$ cat config.mk
export PLATFORM = sky130hd
export DESIGN_NAME = ip_ttl_header_stage
export DESIGN_NICKNAME = d
export VERILOG_FILES = /design/src/rtl/ip_ttl_header_stage.sv
export SDC_FILE = /design/constraint.sdc
export NUM_CORES = 1
export LEC_CHECK = 0
export ABC_AREA = 1
export CAP_MARGIN = 20
export CORE_AREA = 3 3 366 368
export DETAILED_ROUTE_END_ITERATION = 12
export DIE_AREA = 0 0 369 371
export PLACE_DENSITY = 0.49
export SLEW_MARGIN = 20
export SYNTH_ARGS = -nofsm -noshare
export SYNTH_HDL_FRONTEND = slang
export SYNTH_SLANG_ARGS = --single-unit
$ cat constraint.sdc
create_clock -name AXI_ACLK -period 4.9 [get_ports AXI_ACLK]
set_input_delay 0.98 -clock AXI_ACLK [delete_from_list [all_inputs] [get_ports AXI_ACLK]]
set_output_delay 0.98 -clock AXI_ACLK [all_outputs]
set_load 0.05 [all_outputs]
$ cat src/rtl/ip_ttl_header_stage.sv
// IPv4 header stage: decrements TTL, patches the header checksum, and tags each
// packet in TUSER (destination IP plus class flags) for the LPM/ARP lookup stage.
// TTL-expired packets are steered to the CPU port paired with the ingress port.
module ip_ttl_header_stage #(
   parameter int C_M_AXIS_DATA_WIDTH  = 256,
   parameter int C_S_AXIS_DATA_WIDTH  = 256,
   parameter int C_M_AXIS_TUSER_WIDTH = 128,
   parameter int C_S_AXIS_TUSER_WIDTH = 128,
   parameter int SRC_PORT_POS         = 16,
   parameter int DST_PORT_POS         = 24,
   parameter int DIP_POS              = 32,
   parameter int FLAG_POS             = 64
) (
   input  logic                              AXI_ACLK,
   input  logic                              AXI_RESET,
   input  logic [C_S_AXIS_DATA_WIDTH-1:0]    S_AXIS_TDATA,
   input  logic [C_S_AXIS_DATA_WIDTH/8-1:0]  S_AXIS_TSTRB,
   input  logic [C_S_AXIS_TUSER_WIDTH-1:0]   S_AXIS_TUSER,
   input  logic                              S_AXIS_TVALID,
   output logic                              S_AXIS_TREADY,
   input  logic                              S_AXIS_TLAST,
   output logic [C_M_AXIS_DATA_WIDTH-1:0]    M_AXIS_TDATA,
   output logic [C_M_AXIS_DATA_WIDTH/8-1:0]  M_AXIS_TSTRB,
   output logic [C_M_AXIS_TUSER_WIDTH-1:0]   M_AXIS_TUSER,
   output logic                              M_AXIS_TVALID,
   input  logic                              M_AXIS_TREADY,
   output logic                              M_AXIS_TLAST,
   output logic [31:0]                       ipv4_count,
   output logic [31:0]                       ttl_expired_count,
   output logic [31:0]                       non_ip_count
);

   typedef enum logic [1:0] {IDLE = 2'd0, WAIT2 = 2'd1, BODY = 2'd2} state_t;

   state_t                             state_q, state_d;
   logic                               r_valid_q, r_valid_d;
   logic                               r_last_q, r_last_d;
   logic [C_S_AXIS_DATA_WIDTH-1:0]     r_data_q, r_data_d;
   logic [C_S_AXIS_DATA_WIDTH/8-1:0]   r_strb_q, r_strb_d;
   logic [C_S_AXIS_TUSER_WIDTH-1:0]    r_user_q, r_user_d;
   logic [31:0]                        ipv4_count_q, ipv4_count_d;
   logic [31:0]                        ttl_expired_count_q, ttl_expired_count_d;
   logic [31:0]                        non_ip_count_q, non_ip_count_d;

   logic                               is_ipv4;
   logic                               ttl_live;
   logic [7:0]                         ttl;
   logic [15:0]                        csum;
   logic [16:0]                        csum_sum;
   logic [15:0]                        csum_new;
   logic [C_S_AXIS_DATA_WIDTH-1:0]     beat1_data;
   logic [C_S_AXIS_TUSER_WIDTH-1:0]    beat1_user;
   logic [C_S_AXIS_TUSER_WIDTH-1:0]    single_user;
   logic                               m_valid;
   logic                               s_ready;
   logic                               m_fire;
   logic                               s_fire;
   logic                               load_beat;
   logic                               first_beat;

   // Decode the header fields of the first beat held in R and precompute the patched checksum.
   always_comb begin
      ttl      = r_data_q[79:72];
      csum     = r_data_q[63:48];
      is_ipv4  = (r_data_q[159:144] == 16'h0800) && (r_data_q[143:140] == 4'd4)
                 && (r_data_q[139:136] >= 4'd5);
      ttl_live = (ttl > 8'd1);
      csum_sum = {1'b0, csum} + 17'h00100;
      csum_new = csum_sum[15:0] + {15'd0, csum_sum[16]};
   end

   // Build the rewritten first beat; the low half of the dst IP comes from the live second beat.
   always_comb begin
      beat1_data                       = r_data_q;
      beat1_user                       = r_user_q;
      beat1_user[DIP_POS +: 32]        = {r_data_q[15:0], S_AXIS_TDATA[255:240]};
      if (is_ipv4 && ttl_live) begin
         beat1_data[79:72]             = ttl - 8'd1;
         beat1_data[63:48]             = csum_new;
         beat1_user[FLAG_POS +: 3]     = 3'b001;
      end else if (is_ipv4) begin
         beat1_user[DST_PORT_POS +: 8] = {r_user_q[SRC_PORT_POS +: 7], 1'b0};
         beat1_user[FLAG_POS +: 3]     = 3'b010;
      end else begin
         beat1_user[FLAG_POS +: 3]     = 3'b100;
      end
      single_user                      = S_AXIS_TUSER;
      single_user[DIP_POS +: 32]       = 32'd0;
      single_user[FLAG_POS +: 3]       = 3'b100;
   end

   // Drive the stream handshakes and egress beat; everything is held quiet while in reset.
   always_comb begin
      m_valid      = 1'b0;
      s_ready      = 1'b0;
      M_AXIS_TDATA = r_data_q;
      M_AXIS_TSTRB = r_strb_q;
      M_AXIS_TUSER = r_user_q;
      M_AXIS_TLAST = r_last_q;
      case (state_q)
         WAIT2: begin
            m_valid      = r_valid_q & S_AXIS_TVALID;
            s_ready      = M_AXIS_TREADY;
            M_AXIS_TDATA = beat1_data;
            M_AXIS_TUSER = beat1_user;
         end
         default: begin
            m_valid = r_valid_q;
            s_ready = !r_valid_q | M_AXIS_TREADY;
         end
      endcase
      if (AXI_RESET) begin
         m_valid      = 1'b0;
         s_ready      = 1'b0;
         M_AXIS_TDATA = '0;
         M_AXIS_TSTRB = '0;
         M_AXIS_TUSER = '0;
         M_AXIS_TLAST = 1'b0;
      end
      M_AXIS_TVALID = m_valid;
      S_AXIS_TREADY = s_ready;
   end

   assign m_fire = m_valid & M_AXIS_TREADY;
   assign s_fire = s_ready & S_AXIS_TVALID;

   // Next-state logic for the packet FSM, the R register and the class counters.
   always_comb begin
      state_d             = state_q;
      r_valid_d           = r_valid_q;
      r_last_d            = r_last_q;
      r_data_d            = r_data_q;
      r_strb_d            = r_strb_q;
      r_user_d            = r_user_q;
      ipv4_count_d        = ipv4_count_q;
      ttl_expired_count_d = ttl_expired_count_q;
      non_ip_count_d      = non_ip_count_q;
      load_beat           = 1'b0;
      first_beat          = 1'b0;
      if (m_fire) begin
         r_valid_d = 1'b0;
      end
      case (state_q)
         IDLE: begin
            if (m_fire) begin
               non_ip_count_d = non_ip_count_q + 32'd1;
            end
            load_beat  = s_fire;
            first_beat = s_fire;
         end
         WAIT2: begin
            if (m_fire) begin
               load_beat = 1'b1;
               state_d   = BODY;
               if (is_ipv4 && ttl_live) begin
                  ipv4_count_d = ipv4_count_q + 32'd1;
               end else if (is_ipv4) begin
                  ttl_expired_count_d = ttl_expired_count_q + 32'd1;
               end else begin
                  non_ip_count_d = non_ip_count_q + 32'd1;
               end
            end
         end
         BODY: begin
            load_beat = s_fire;
            if (m_fire && r_last_q) begin
               state_d    = IDLE;
               first_beat = s_fire;
            end
         end
         default: begin
            state_d = IDLE;
         end
      endcase
      if (load_beat) begin
         r_valid_d = 1'b1;
         r_last_d  = S_AXIS_TLAST;
         r_data_d  = S_AXIS_TDATA;
         r_strb_d  = S_AXIS_TSTRB;
         r_user_d  = S_AXIS_TUSER;
         if (first_beat) begin
            if (S_AXIS_TLAST) begin
               r_user_d = single_user;
               state_d  = IDLE;
            end else begin
               state_d  = WAIT2;
            end
         end
      end
   end

   // State, R register and counters; reset drops any partial packet.
   always_ff @(posedge AXI_ACLK) begin
      if (AXI_RESET) begin
         state_q             <= IDLE;
         r_valid_q           <= 1'b0;
         r_last_q            <= 1'b0;
         r_data_q            <= '0;
         r_strb_q            <= '0;
         r_user_q            <= '0;
         ipv4_count_q        <= 32'd0;
         ttl_expired_count_q <= 32'd0;
         non_ip_count_q      <= 32'd0;
      end else begin
         state_q             <= state_d;
         r_valid_q           <= r_valid_d;
         r_last_q            <= r_last_d;
         r_data_q            <= r_data_d;
         r_strb_q            <= r_strb_d;
         r_user_q            <= r_user_d;
         ipv4_count_q        <= ipv4_count_d;
         ttl_expired_count_q <= ttl_expired_count_d;
         non_ip_count_q      <= non_ip_count_d;
      end
   end

   assign ipv4_count        = ipv4_count_q;
   assign ttl_expired_count = ttl_expired_count_q;
   assign non_ip_count      = non_ip_count_q;

endmodule

# After elaboration in Yosys (flattened, before gate mapping)
# Index checks and enable logic that the tools add are counted.
[totals]
out_inout_bits = 515
ff_bits = 516
wordCells = 77
input_bits = 421
[op_classes]
addsub = 6
reduce_logical = 12
bitwise = 5
magnitude_cmp = 2
mux = 35
eq_ne = 8
[ops]
columns = ["op", "count"]
rows = [
  ["256-bit 2-to-1 mux", 1],
  ["67-bit 2-to-1 mux", 3],
  ["32-bit 2-to-1 mux", 5],
  ["128-bit 2-to-1 mux", 1],
  ["32-bit by 1-bit adder with 32-bit output (second input constant)", 3],
  ["80-bit 2-to-1 mux", 1],
  ["32-bit case mux with 2 select lines", 1],
  ["8-bit 2-to-1 mux", 3],
  ["16-bit by 9-bit adder with 17-bit output (second input constant)", 1],
  ["16-bit by 1-bit adder with 16-bit output", 1],
  ["16-bit by 12-bit equality test with 1-bit output (second input constant)", 1],
  ["16-bit 2-to-1 mux", 1],
  ["1-bit 2-to-1 mux", 10],
  ["8-bit by 1-bit > comparator with 1-bit output (second input constant)", 1],
  ["2-bit 2-to-1 mux", 4],
  ["2-bit inequality test (second input constant)", 4],
  ["8-bit by 1-bit subtractor with 8-bit output (second input constant)", 1],
  ["3-bit 2-to-1 mux", 2],
  ["2-bit case mux with 3 select lines", 1],
  ["5-bit AND reduction", 1],
  ["4-bit by 3-bit equality test with 1-bit output (second input constant)", 1],
  ["4-bit by 3-bit greater-or-equal comparator with 1-bit output (second input constant)", 1],
  ["1-bit logical AND", 4],
  ["1-bit case mux with 2 select lines", 2],
  ["other kinds (11)", 14],
]

# Logic depth before layout (Yosys ltp)
# Gate-level depths: netlist of the first run.
[depth]
ltp_word = 9
mapped_depth = 15
mapped_depth_nobuf = 15

# Least setup slack after synthesis of the first run
# OpenSTA, ideal clock, no wires.
[synth_timing]
path_type = "in2out"
start = "input port AXI_RESET"
end = "output port M_AXIS_TDATA[57]"
t_required_ns = 3.920
path_slack_ns = 1.274
stages = 6
t_arrival_ns = 2.646
cell_sequence = "buf_2 -> clkinv_1 -> clkbuf_1 -> clkbuf_1 -> o21ai_0 -> a21oi_1"
[synth_via]
elab_chain_len = 1
[synth_rtl]
columns = ["item", "line", "rtl"]
rows = [
  ["start: declaration", "15", "input logic AXI_RESET,"],
  ["256-bit 2-to-1 mux", "112", "if (AXI_RESET) begin"],
  ["end: declaration", "22", "output logic [C_M_AXIS_DATA_WIDTH-1:0] M_AXIS_TDATA,"],
]
# Every way passes these cells.

# Worst setup path after layout of the first run
[layout_timing]
start = "register r_data_q[72]"
end = "output port M_AXIS_TDATA[55]"
[layout_via]
elab_chain_len = 5
[layout_rtl]
columns = ["item", "line", "rtl"]
rows = [
  ["start: declaration", "38", "logic [C_S_AXIS_DATA_WIDTH-1:0] r_data_q, r_data_d;"],
  ["start signal: assignment", "208", "r_data_q <= r_data_d;"],
  ["8-bit by 1-bit > comparator with 1-bit output", "67", "ttl_live = (ttl > 8'd1);"],
  ["1-bit logical AND", "77", "if (is_ipv4 && ttl_live) begin"],
  ["16-bit 2-to-1 mux", "77", ""],
  ["80-bit 2-to-1 mux", "100", "case (state_q)"],
  ["256-bit 2-to-1 mux", "112", ""],
]
# Every way passes these cells.

==> results of run 1 <==
==> routing by layer <==
| layer | up-vias | routed length, um | global-route usage (%) |
|---|---|---|---|
| li1 | 13100 | - | - |
| met1 | 12000 | 50500 | 20.2 |
| met2 | 721 | 57500 | 27.7 |
| met3 | 130 | 7410 | 4.50 |
| met4 | 2 | 2600 | 4.56 |
| met5 | - | 13 | 0 |
==> per-stage QoR <==
stage	cells	utilization (%)	setup WS [ns]	instance area (um^2)
3_3_place_gp	6126	27.1	0.805	35600
6_report	6255	28.8	0.297	37800
4_1_cts	6245	28.8	0.0777	37700
2_1_floorplan	3608	-	1.27	24300
5_1_grt	6253	28.8	0.0500	37800
3_5_place_dp	6126	27.1	0.822	35600
==> cells in the final DEF, fill, tap and decap left out, types with 2 or more instances in the layout <==
cell type	count
a21oi_1	452
a21oi_2	3
buf_12	53
buf_4	65
bufinv_16	2
clkbuf_1	20
clkbuf_16	69
clkbuf_8	14
clkdlybuf4s50_1	871
clkinv_2	6
clkinv_8	2
clkinvlp_4	3
dfxtp_1	516
diode_2	10
ha_1	9
inv_1	502
inv_2	4
inv_6	4
inv_8	2
nand2_1	536
nand2_2	4
nand3_1	113
nand3_2	5
nand3b_1	21
nand4_1	13
nor2_1	592
nor2_2	2
nor2_4	3
nor3_1	35
nor4_1	2
o21ai_0	221
o21ai_1	278
o22ai_1	2
xnor2_1	13
xor2_1	47
==> power by group through the flow <==
stage,logic (mW),clock network [mW],registers [mW]
after detailed placement,2.91,0,4.75
after global routing,3.12,5.33,4.69
final,2.90,5.01,4.65
after CTS,2.92,5.20,4.65
after floorplan,1.71,0,4.71
after global placement,2.91,0,4.74
==> cell usage after synthesis (all sizes together) <==
cell type	instances	area share [%]
nor2	597	9.3
nand2	540	8.4
dfxtp	516	43
inv	508	7.9
o21ai	499	10
a21oi	455	9.4
clkbuf	121	1.9
nand3	118	2.5
buf	107	3.2
xor2	47	1.7
nor3	37	0.81
nand3b	21	0.65
nand4	13	0.33
xnor2	13	0.47
ha	9	0.46
nor4	2	0.052
o22ai	2	0.052
clkinv	1	0.015
o211ai	1	0.031
o21a	1	0.031
==> registers in the layout (all words and copies together) (netlist names) <==
register / flops
r_data_q: 256
r_user_q: 128
ipv4_count: 32
non_ip_count: 32
r_strb_q: 32
ttl_expired_count: 32
state_q: 2
r_last_q: 1
r_valid_q: 1
==> worst reg2reg max path, stage by stage, from the launching register on <==
cell,delay (ns)
dfxtp_1,0.59
inv_1,0.17
ha_1,0.28
nor2_1,0.20
nor3_4,0.10
clkinvlp_4,0.28
buf_4,0.22
nand3_2,0.14
inv_1,0.77
nand2_1,0.13
a21oi_1,0.16
==> final timing paths <==
check                                                from                     endpoint  slack [ns]  depth (start not counted)
worst min register to register  r_data_q[16]$_SDFFE_PP0P_    r_data_q[16]$_SDFFE_PP0P_        0.45                          2
worst min-delay path            r_data_q[16]$_SDFFE_PP0P_    r_data_q[16]$_SDFFE_PP0P_        0.45                          2
worst max-delay path            r_data_q[72]$_SDFFE_PP0P_             M_AXIS_TDATA[55]        0.30                          9
worst max register to register  r_data_q[72]$_SDFFE_PP0P_  ipv4_count[15]$_SDFFE_PP0P_        1.79                         10
==> area by class of cell <==
| class | instances | share of cell area, % |
|---|---|---|
| antenna | 10 | 0.0663 |
| clock inverter | 16 | 0.457 |
| multi-input combinational | 2355 | 28.7 |
| inverter | 509 | 5.11 |
| tap | 1755 | 5.81 |
| clock buffer | 103 | 5.28 |
| timing repair buffer | 991 | 27.3 |
| sequential | 516 | 27.4 |
==> logic make-up (layout without fill, tap and decap cells) <==
kind of cell / after synthesis / in the layout / synth area share [%]
fa+ha+maj: 9 / 9 / 0.464
simple gates: 1328 / 1328 / 22.1
xor+xnor: 60 / 60 / 2.16
compound gates: 958 / 958 / 19.8
flops: 516 / 516 / 42.5
buf+inv: 737 / 1619 / 12.9
other cells: 0 / 10 / 0
==> flow_summary_export.csv, run 1 <==
group,metric,value,unit
global_routing,grt_max_degree,115,
synth,syn-cell-area,0.0243,mm^2
worst_setup_path,cp-start-kind,"register",
worst_setup_path,crit_family,"buffers and inverters",
pwr,switching_share,32.5,%
synth,synth.distinct_cells,33,
die,die_y,371,um
pwr,p_int,8.49,mW
global_routing,grt_use_total,16.3,%
die,placementRows,133,
sta,whs,0.449,ns
sta,hold_viol,0,
die,pin_count,936,
clock_tree,cts_sinks,516,
pwr,clkPwrFrac,39.9,%
drt,final_antenna_net_count,0,
drt,routedWlPerCell,18.9,um
sta,fin_crit_sh,93.9,%
synth,avgSynthCellArea,6.73,um^2
synth,yosys_warnings,0,
sta,fmax,0.217,GHz
final_layout,multi_input_area,0.0108,mm^2
sta,setup_viol,0,
run,max-cap-violations,0,
die,die_width,369,um
pwr,pwr-share-comb,23.1,%
synth,yosysSeqAreaShare,42.5,%
clock_tree,ctsRootBufferMaster,"clkbuf_16",
clock_tree,clk_pin_slew_worst_paths,0.06,ns
clock_tree,htree_levels,3,
final_layout,area_growth,55.5,%
die,fp.coreArea,0.131,mm^2
global_routing,antenna_found_initial,16,
worst_hold_path,hold_path_class,"reg2reg",
worst_setup_path,slowest_delay,0.82,ns
drt,num_vias,26000,
place,place_congestion,0.869,
worst_setup_path,crit_path_cell_trace,"inv_1 > ha_1 > nor2_1 > nor3_4 > clkinvlp_4 > nand4_1 > nand2_1 > nor2_1 > clkdlybuf4s50_1",
synth,ys_ff_latch,516,
sta,final_max_slew_viol_count,0,
worst_setup_path,crit_buf_inv,3,
die,start_util,18.5,%
place,dp_hpwl,90700,um
clock_tree,clk_path_buf_depth,3,
clock_tree,cts_resized,0,
final_layout,final_nets,4871,
clock_tree,cts_tree,"built",
sta,post-route-min-period,4.60,ns
global_routing,gr-total-overflow,0,
synth,synthCells,3608,
sta,max-slew-margin-rel,33.5,%
drt,vias_per_cell,4.16,
worst_setup_path,crit_fanout,11,
pwr,peakVddDrop,0.249,mV
drt,dr.pass1.iters,5,
clock_tree,cts_setup_buffers,0,
drt,wirelength,118000,um
pwr,power_density,333,mW/mm^2
sta,rsz0062_at_grt,"no",
pwr,pwr-share-seq,37.0,%
sta,skew,0.0281,ns
worst_setup_path,crit_type,"reg2out",
drt,drcViolationCount,0,
sta,worst_pin_slew,0.997,ns
pwr,p_switching,4.08,mW
clock_tree,hold_buffers,0,
worst_setup_path,path_common_cell,"nor2_1",
final_layout,regArea,0.0103,mm^2
worst_setup_path,required,3.92,ns
status,status,"complete, no violations",
final_layout,fill_cells,14600,
global_routing,first_global_vias,24600,
worst_setup_path,cp.arrival,3.62,ns
worst_setup_path,critPathSlowestCell,"clkdlybuf4s50_1",
global_routing,grt_pass1_wl,168000,um
worst_setup_path,end_kind,"primary output",
clock_tree,numCtsBuffers,68,
sta,tns,0,ns
pwr,p_leak,14.4,nW
place,numPortBuffers,935,
pwr,p_total,12.6,mW
synth,synth.net_count,4038,
final_layout,layout-drive-gt1-share,5.43,%
die,die_area,0.137,mm^2
drt,first_iter_violations,1649,
clock_tree,worstSkewPairLatency,0.64,ns
(Power assumes the default switching activity.)
==> run 2: changes to the inputs <==
--- a/config.mk
+++ b/config.mk
@@ -6,10 +6,10 @@
 export NUM_CORES = 1
 export LEC_CHECK = 0
 export ABC_AREA = 1
-export CAP_MARGIN = 20
 export CORE_AREA = 3 3 366 368
 export DETAILED_ROUTE_END_ITERATION = 12
 export DIE_AREA = 0 0 369 371
+export GPL_TIMING_DRIVEN = 0
 export PLACE_DENSITY = 0.49
 export SLEW_MARGIN = 20
 export SYNTH_ARGS = -nofsm -noshare
==> run 2 against run 1 <==
Against the previous run:
- power is 3.7% higher
- count of clock-buffer cells in the layout increased by 6
- register-to-register slack gained 0.46 ns
- cell count up 3.0%
- routed wire length is 18% higher
- via count is 5.8% higher
- die area did not move
- first-iteration DRC count is 9.2% higher
- setup slack got worse by 0.15 ns
- clock power increased by 6.6%
- worst hold slack gained 0.00071 ns
- critical endpoint is now M_AXIS_TUSER[55]
- largest cell class unchanged
==> flow_summary_export.csv, run 2 (synthesized netlist as in run 1, its figures left out) <==
group,metric,value,unit
sta,rsz0062_at_grt,"no",
die,die_area,0.137,mm^2
sta,finalWorstSetupSlack,0.142,ns
die,die_y,371,um
worst_setup_path,crit_fanout,10,
worst_hold_path,hold_path_class,"reg2reg",
pwr,p_total,13.0,mW
global_routing,grt_use_total,19.4,%
sta,setup_viol,0,
final_layout,fill_cells,14600,
drt,vias_per_cell,4.27,
sta,fmax,0.210,GHz
drt,routedWlPerCell,21.7,um
place,dp_slack,-0.935,ns
status,status,"complete, no violations",
pwr,power_density,340,mW/mm^2
drt,final_antenna_net_count,0,
worst_setup_path,critPathLaunch,"AXI_RESET",
sta,worst_pin_slew,1.03,ns
clock_tree,worstSkewPairLatency,0.67,ns
global_routing,first_global_vias,26300,
die,fp.coreArea,0.131,mm^2
drt,drcViolationCount,0,
worst_setup_path,required,3.92,ns
final_layout,reg_top3,"r_data_q: 256 flops, r_user_q: 128 flops",
drt,wirelength,140000,um
worst_hold_path,hp-start,"r_user_q[5]$_SDFFE_PP0P_",
final_layout,largest_register_ffs,256,
place,place_congestion,0.917,
clock_tree,htree_levels,3,
sta,whs,0.450,ns
clock_tree,numCtsBuffers,69,
final_layout,mostFrequentLayoutCell,"clkdlybuf4s50_1",
worst_setup_path,crit_path_cell_trace,"buf_2 > clkinv_2 > clkbuf_2 > clkbuf_1 > o21ai_0 > a21oi_1 > clkdlybuf4s50_1",
place,numPortBuffers,934,
die,pin_count,936,
sta,final_max_slew_viol_count,0,
sta,post-route-min-period,4.76,ns
die,start_util,18.5,%
worst_setup_path,cp-start-kind,"primary input",
worst_hold_path,hold_depth,2,
final_layout,final_nets,5043,
drt,dr.pass1.iters,5,
worst_setup_path,end_kind,"primary output",
worst_setup_path,critPathSlowestCell,"clkdlybuf4s50_1",
sta,skew,0.0204,ns
worst_setup_path,cp.arrival,3.78,ns
global_routing,antenna_found_initial,36,
global_routing,gr-total-overflow,0,
clock_tree,cts_setup_buffers,0,
final_layout,layout-drive-gt1-share,5.96,%
place,dp_hpwl,113000,um
run,max-cap-violations,0,
pwr,p_leak,14.8,nW
clock_tree,ctsRootBufferMaster,"clkbuf_16",
worst_setup_path,slowest_delay,0.93,ns
clock_tree,cts_tree,"built",
sta,hold_viol,0,
die,placementRows,133,
drt,num_vias,27500,
drt,first_iter_violations,1801,
global_routing,grt_pass1_wl,192000,um
worst_setup_path,r2r-start,"state_q[0]$_SDFF_PP0_",
final_layout,regMostFlops,"r_data_q",
final_layout,area_growth,57.8,%
global_routing,grt_max_degree,20,
final_layout,fin_util,29.2,%
clock_tree,clk_path_buf_depth,3,
pwr,peakVddDrop,0.259,mV
clock_tree,cts_sinks,516,
sta,max-slew-margin-rel,31.2,%
worst_setup_path,r2r_cells,9,
clock_tree,hold_buffers,0,
worst_setup_path,crit_type,"in2out",
sta,fin_crit_sh,97.1,%
clock_tree,clk_pin_slew_worst_paths,0.05,ns
final_layout,final_cell_mix,"clkdlybuf4s50_1 (899), nor2_1 (587), nand2_1 (536)",
die,die_width,369,um
run 2: cell count changes in the layout (fill, tap and decap cells not counted), sizes merged:
cell and delta:
buf -10, bufinv +2, clkbuf +132, clkdlybuf4s15 +6, clkdlybuf4s50 +28, clkinvlp -1
diode +12, dlygate4sd2 +12, dlymetal6s2s +9
run 2: critical path: cells and delay by family:
kind                   cells  cell delay [ns]
buffers and inverters      5             2.11
AO/OA/AOI/OAI              2             0.65
run 2: path summary, 6_finish.rpt:
| path | to | slack [ns] |
|---|---|---|
| setup / recovery | M_AXIS_TUSER[55] | 0.14 |
| hold reg to reg | r_user_q[5]$_SDFFE_PP0P_ | 0.45 |
| hold / removal | r_user_q[5]$_SDFFE_PP0P_ | 0.45 |
| setup reg to reg | r_user_q[47]$_SDFFE_PP0P_ | 2.25 |
run 2: area by class of cell:
type	count	area (um^2)	share of cell area [%]
Sequential cell	516	10300	27.0
Timing Repair Buffer	935	9340	24.4
Tap cell	1755	2200	5.73
Inverter	509	1910	4.99
Buffer	227	1260	3.29
Clock inverter	17	264	0.689
Clock buffer	109	2100	5.48
Antenna cell	22	55.1	0.144
Multi-Input combinational cell	2355	10900	28.3
run 2: power by group:
part / internal, mW / switching [mW] / leakage (nW)
Combinational: 1.02 / 2.00 / 9.41
Clock: 3.17 / 2.17 / 1.15
Sequential: 4.54 / 0.118 / 4.23
Total: 8.73 / 4.29 / 14.8
run 2: through the flow:
| step | std cells | instance area [um^2] | setup TNS [ns] |
|---|---|---|---|
| after global routing | 6438 | 38300 | 0 |
| after global placement | 6297 | 35800 | -158.24 |
| after CTS | 6423 | 38300 | 0 |
| final | 6445 | 38300 | 0 |
| after detailed placement | 6298 | 35800 | -116.76 |
| after floorplan | 3608 | 24300 | 0 |
run 2: repair_timing:
item                                    in CTS  in global routing
gates resized for setup                     67                 33
endpoints found under the hold margin        0                  0
cloned                                       0                  0
endpoints found under the setup margin     332                 30
run 2: layer usage:
metal | part of all wire (%) | global-route usage (%)
met1 | 44 | 25.2
met2 | 46 | 31.3
met3 | 7.6 | 5.23
met4 | 2.4 | 6.01
met5 | 0.0093 | 0
==> run 3: changes to the inputs <==
--- a/config.mk
+++ b/config.mk
@@ -6,12 +6,14 @@
 export NUM_CORES = 1
 export LEC_CHECK = 0
 export ABC_AREA = 1
-export CORE_AREA = 3 3 366 368
+export CELL_PAD_IN_SITES_DETAIL_PLACEMENT = 0
+export CELL_PAD_IN_SITES_GLOBAL_PLACEMENT = 1
+export CORE_AREA = 3 3 358 360
 export DETAILED_ROUTE_END_ITERATION = 12
-export DIE_AREA = 0 0 369 371
+export DIE_AREA = 0 0 361 363
 export GPL_TIMING_DRIVEN = 0
-export PLACE_DENSITY = 0.49
-export SLEW_MARGIN = 20
+export PLACE_DENSITY = 0.65
+export SLEW_MARGIN = 5
 export SYNTH_ARGS = -nofsm -noshare
 export SYNTH_HDL_FRONTEND = slang
 export SYNTH_SLANG_ARGS = --single-unit
==> run 3 against run 2 <==
Against the previous run:
- count of clock-buffer cells in the layout is 8 lower
- clock skew grew 0.0056 ns
- sequential power hardly changed
- largest power group unchanged
- die area shrank 4.3%
- critical endpoint is now M_AXIS_TUSER[53]
- highest routed layer unchanged
==> flow_summary_export.csv, run 3 (synthesized netlist as in run 1, its figures left out) <==
group,metric,value,unit
sta,max-slew-margin-rel,16.9,%
sta,tns,0,ns
clock_tree,htree_levels,3,
place,place_inst,6193,
die,die_area,0.131,mm^2
worst_hold_path,hold_path_class,"reg2reg",
final_layout,final_cells,6337,
worst_setup_path,cp.arrival,3.72,ns
sta,finalWorstSetupSlack,0.201,ns
die,pin_count,936,
clock_tree,cts_setup_buffers,0,
final_layout,area_growth,57.2,%
drt,routedWlPerCell,21.3,um
place,numPortBuffers,934,
clock_tree,worstSkewPairLatency,0.66,ns
final_layout,stdcell_area,0.0382,mm^2
place,dp_hpwl,110000,um
global_routing,top_usage_layer,"met2",
worst_setup_path,end_kind,"primary output",
drt,final_antenna_net_count,0,
pwr,peakVddDrop,0.221,mV
die,placementRows,130,
place,place_congestion,0.901,
drt,dr.pass1.iters,7,
clock_tree,cts_tree,"built",
final_layout,mostFrequentLayoutCell,"clkdlybuf4s50_1",
final_layout,reg_top3,"r_data_q: 256 flops, r_user_q: 128 flops",
final_layout,fin_util,30.4,%
sta,fin_crit_sh,95.9,%
die,start_util,19.4,%
place,dp_slack,-1.05,ns
drt,wirelength,135000,um
final_layout,layout-drive-gt1-share,5.68,%
final_layout,largest_register_ffs,256,
sta,setup_viol,0,
global_routing,grt_use_total,19.7,%
sta,rsz0062_at_grt,"no",
global_routing,gr-total-overflow,0,
worst_setup_path,crit_fanout,10,
final_layout,final_nets,5045,
global_routing,grt_pass1_wl,189000,um
run,max-cap-violations,0,
status,status,"complete, no violations",
sta,final_max_slew_viol_count,0,
worst_setup_path,r2r_cells,12,
pwr,power_density,340,mW/mm^2
final_layout,multi_input_area,0.0108,mm^2
pwr,p_leak,14.8,nW
pwr,p_total,13.0,mW
clock_tree,cts_sinks,516,
sta,hold_viol,0,
global_routing,grt.met1_usage,25.1,%
sta,skew,0.0261,ns
global_routing,antenna_found_initial,38,
global_routing,grt_max_degree,20,
die,die_width,361,um
clock_tree,numCtsBuffers,71,
sta,fmax,0.213,GHz
place,postPlaceCellArea,0.0357,mm^2
final_layout,final_cell_mix,"clkdlybuf4s50_1 (907), nor2_1 (591), nand2_1 (536)",
global_routing,use_met3,5.47,%
global_routing,first_global_vias,26700,
worst_setup_path,cp-start-kind,"primary input",
sta,whs,0.450,ns
clock_tree,clk_path_buf_depth,3,
drt,num_vias,27400,
worst_setup_path,crit_type,"in2out",
drt,drcViolationCount,0,
final_layout,fill_cells,13900,
global_routing,use_met2,32.5,%
sta,post-route-min-period,4.70,ns
die,die_y,363,um
clock_tree,ctsRootBufferMaster,"clkbuf_16",
final_layout,regMostFlops,"r_data_q",
worst_setup_path,required,3.92,ns
drt,first_iter_violations,1736,
clock_tree,clk_pin_slew_worst_paths,0.05,ns
die,fp.coreArea,0.125,mm^2
worst_hold_path,hold_depth,2,
final_layout,regArea,0.0103,mm^2
drt,vias_per_cell,4.33,
sta,worst_pin_slew,1.25,ns
run 3: changes by cell type in the layout (fill, tap and decap cells not counted), moves of 3 or more:
cell             before  now
buf_2                59   56
clkbuf_2             23   16
a21oi_1             451  454
a21oi_2               4    1
nor2_2                6    3
nor2_1              587  591
clkdlybuf4s50_1     899  907
diode_2              22   18
clkinv_2              5   13
clkbuf_8             20   16
run 3: area by class of cell:
cell class	instances	area share (%)
Inverter	509	5.01
Buffer	227	3.33
Multi-Input combinational cell	2355	28.3
Timing Repair Buffer	935	24.5
Clock buffer	101	5.42
Antenna cell	18	0.118
Sequential cell	516	27.1
Clock inverter	26	0.777
Tap cell	1650	5.41
run 3: timing repair:
item / in CTS / in global routing
gates resized for setup: 52 / 21
hold buffers: 0 / 0
setup endpoints to repair: 333 / 19
run 3: worst paths after layout:
kind	slack [ns]	from	end
max	0.20	AXI_RESET	M_AXIS_TUSER[53]
min reg2reg	0.45	r_data_q[96]$_SDFFE_PP0P_	r_data_q[96]$_SDFFE_PP0P_
min	0.45	r_data_q[96]$_SDFFE_PP0P_	r_data_q[96]$_SDFFE_PP0P_
max reg2reg	2.19	state_q[0]$_SDFF_PP0_	r_data_q[255]$_SDFFE_PP0P_
run 3: critical path: stages:
cell and delay, ns:
clkbuf_4 0.26, clkinv_2 0.22, clkbuf_2 0.35, clkbuf_2 0.41
o21ai_0 0.16, a21oi_1 0.37, clkdlybuf4s50_1 0.94
run 3: power breakdown:
| group | total (mW) | internal (mW) | switching, mW | leakage [nW] |
|---|---|---|---|---|
| clock network | 5.34 | 3.17 | 2.17 | 1.17 |
| registers | 4.65 | 4.54 | 0.112 | 4.23 |
| logic | 3.00 | 1.02 | 1.98 | 9.37 |
run 3: layer usage:
metal,routed length (um),share of wire [%]
met4,3330,2.5
met3,9760,7.2
met2,63100,47
met5,63,0.047
met1,58700,43
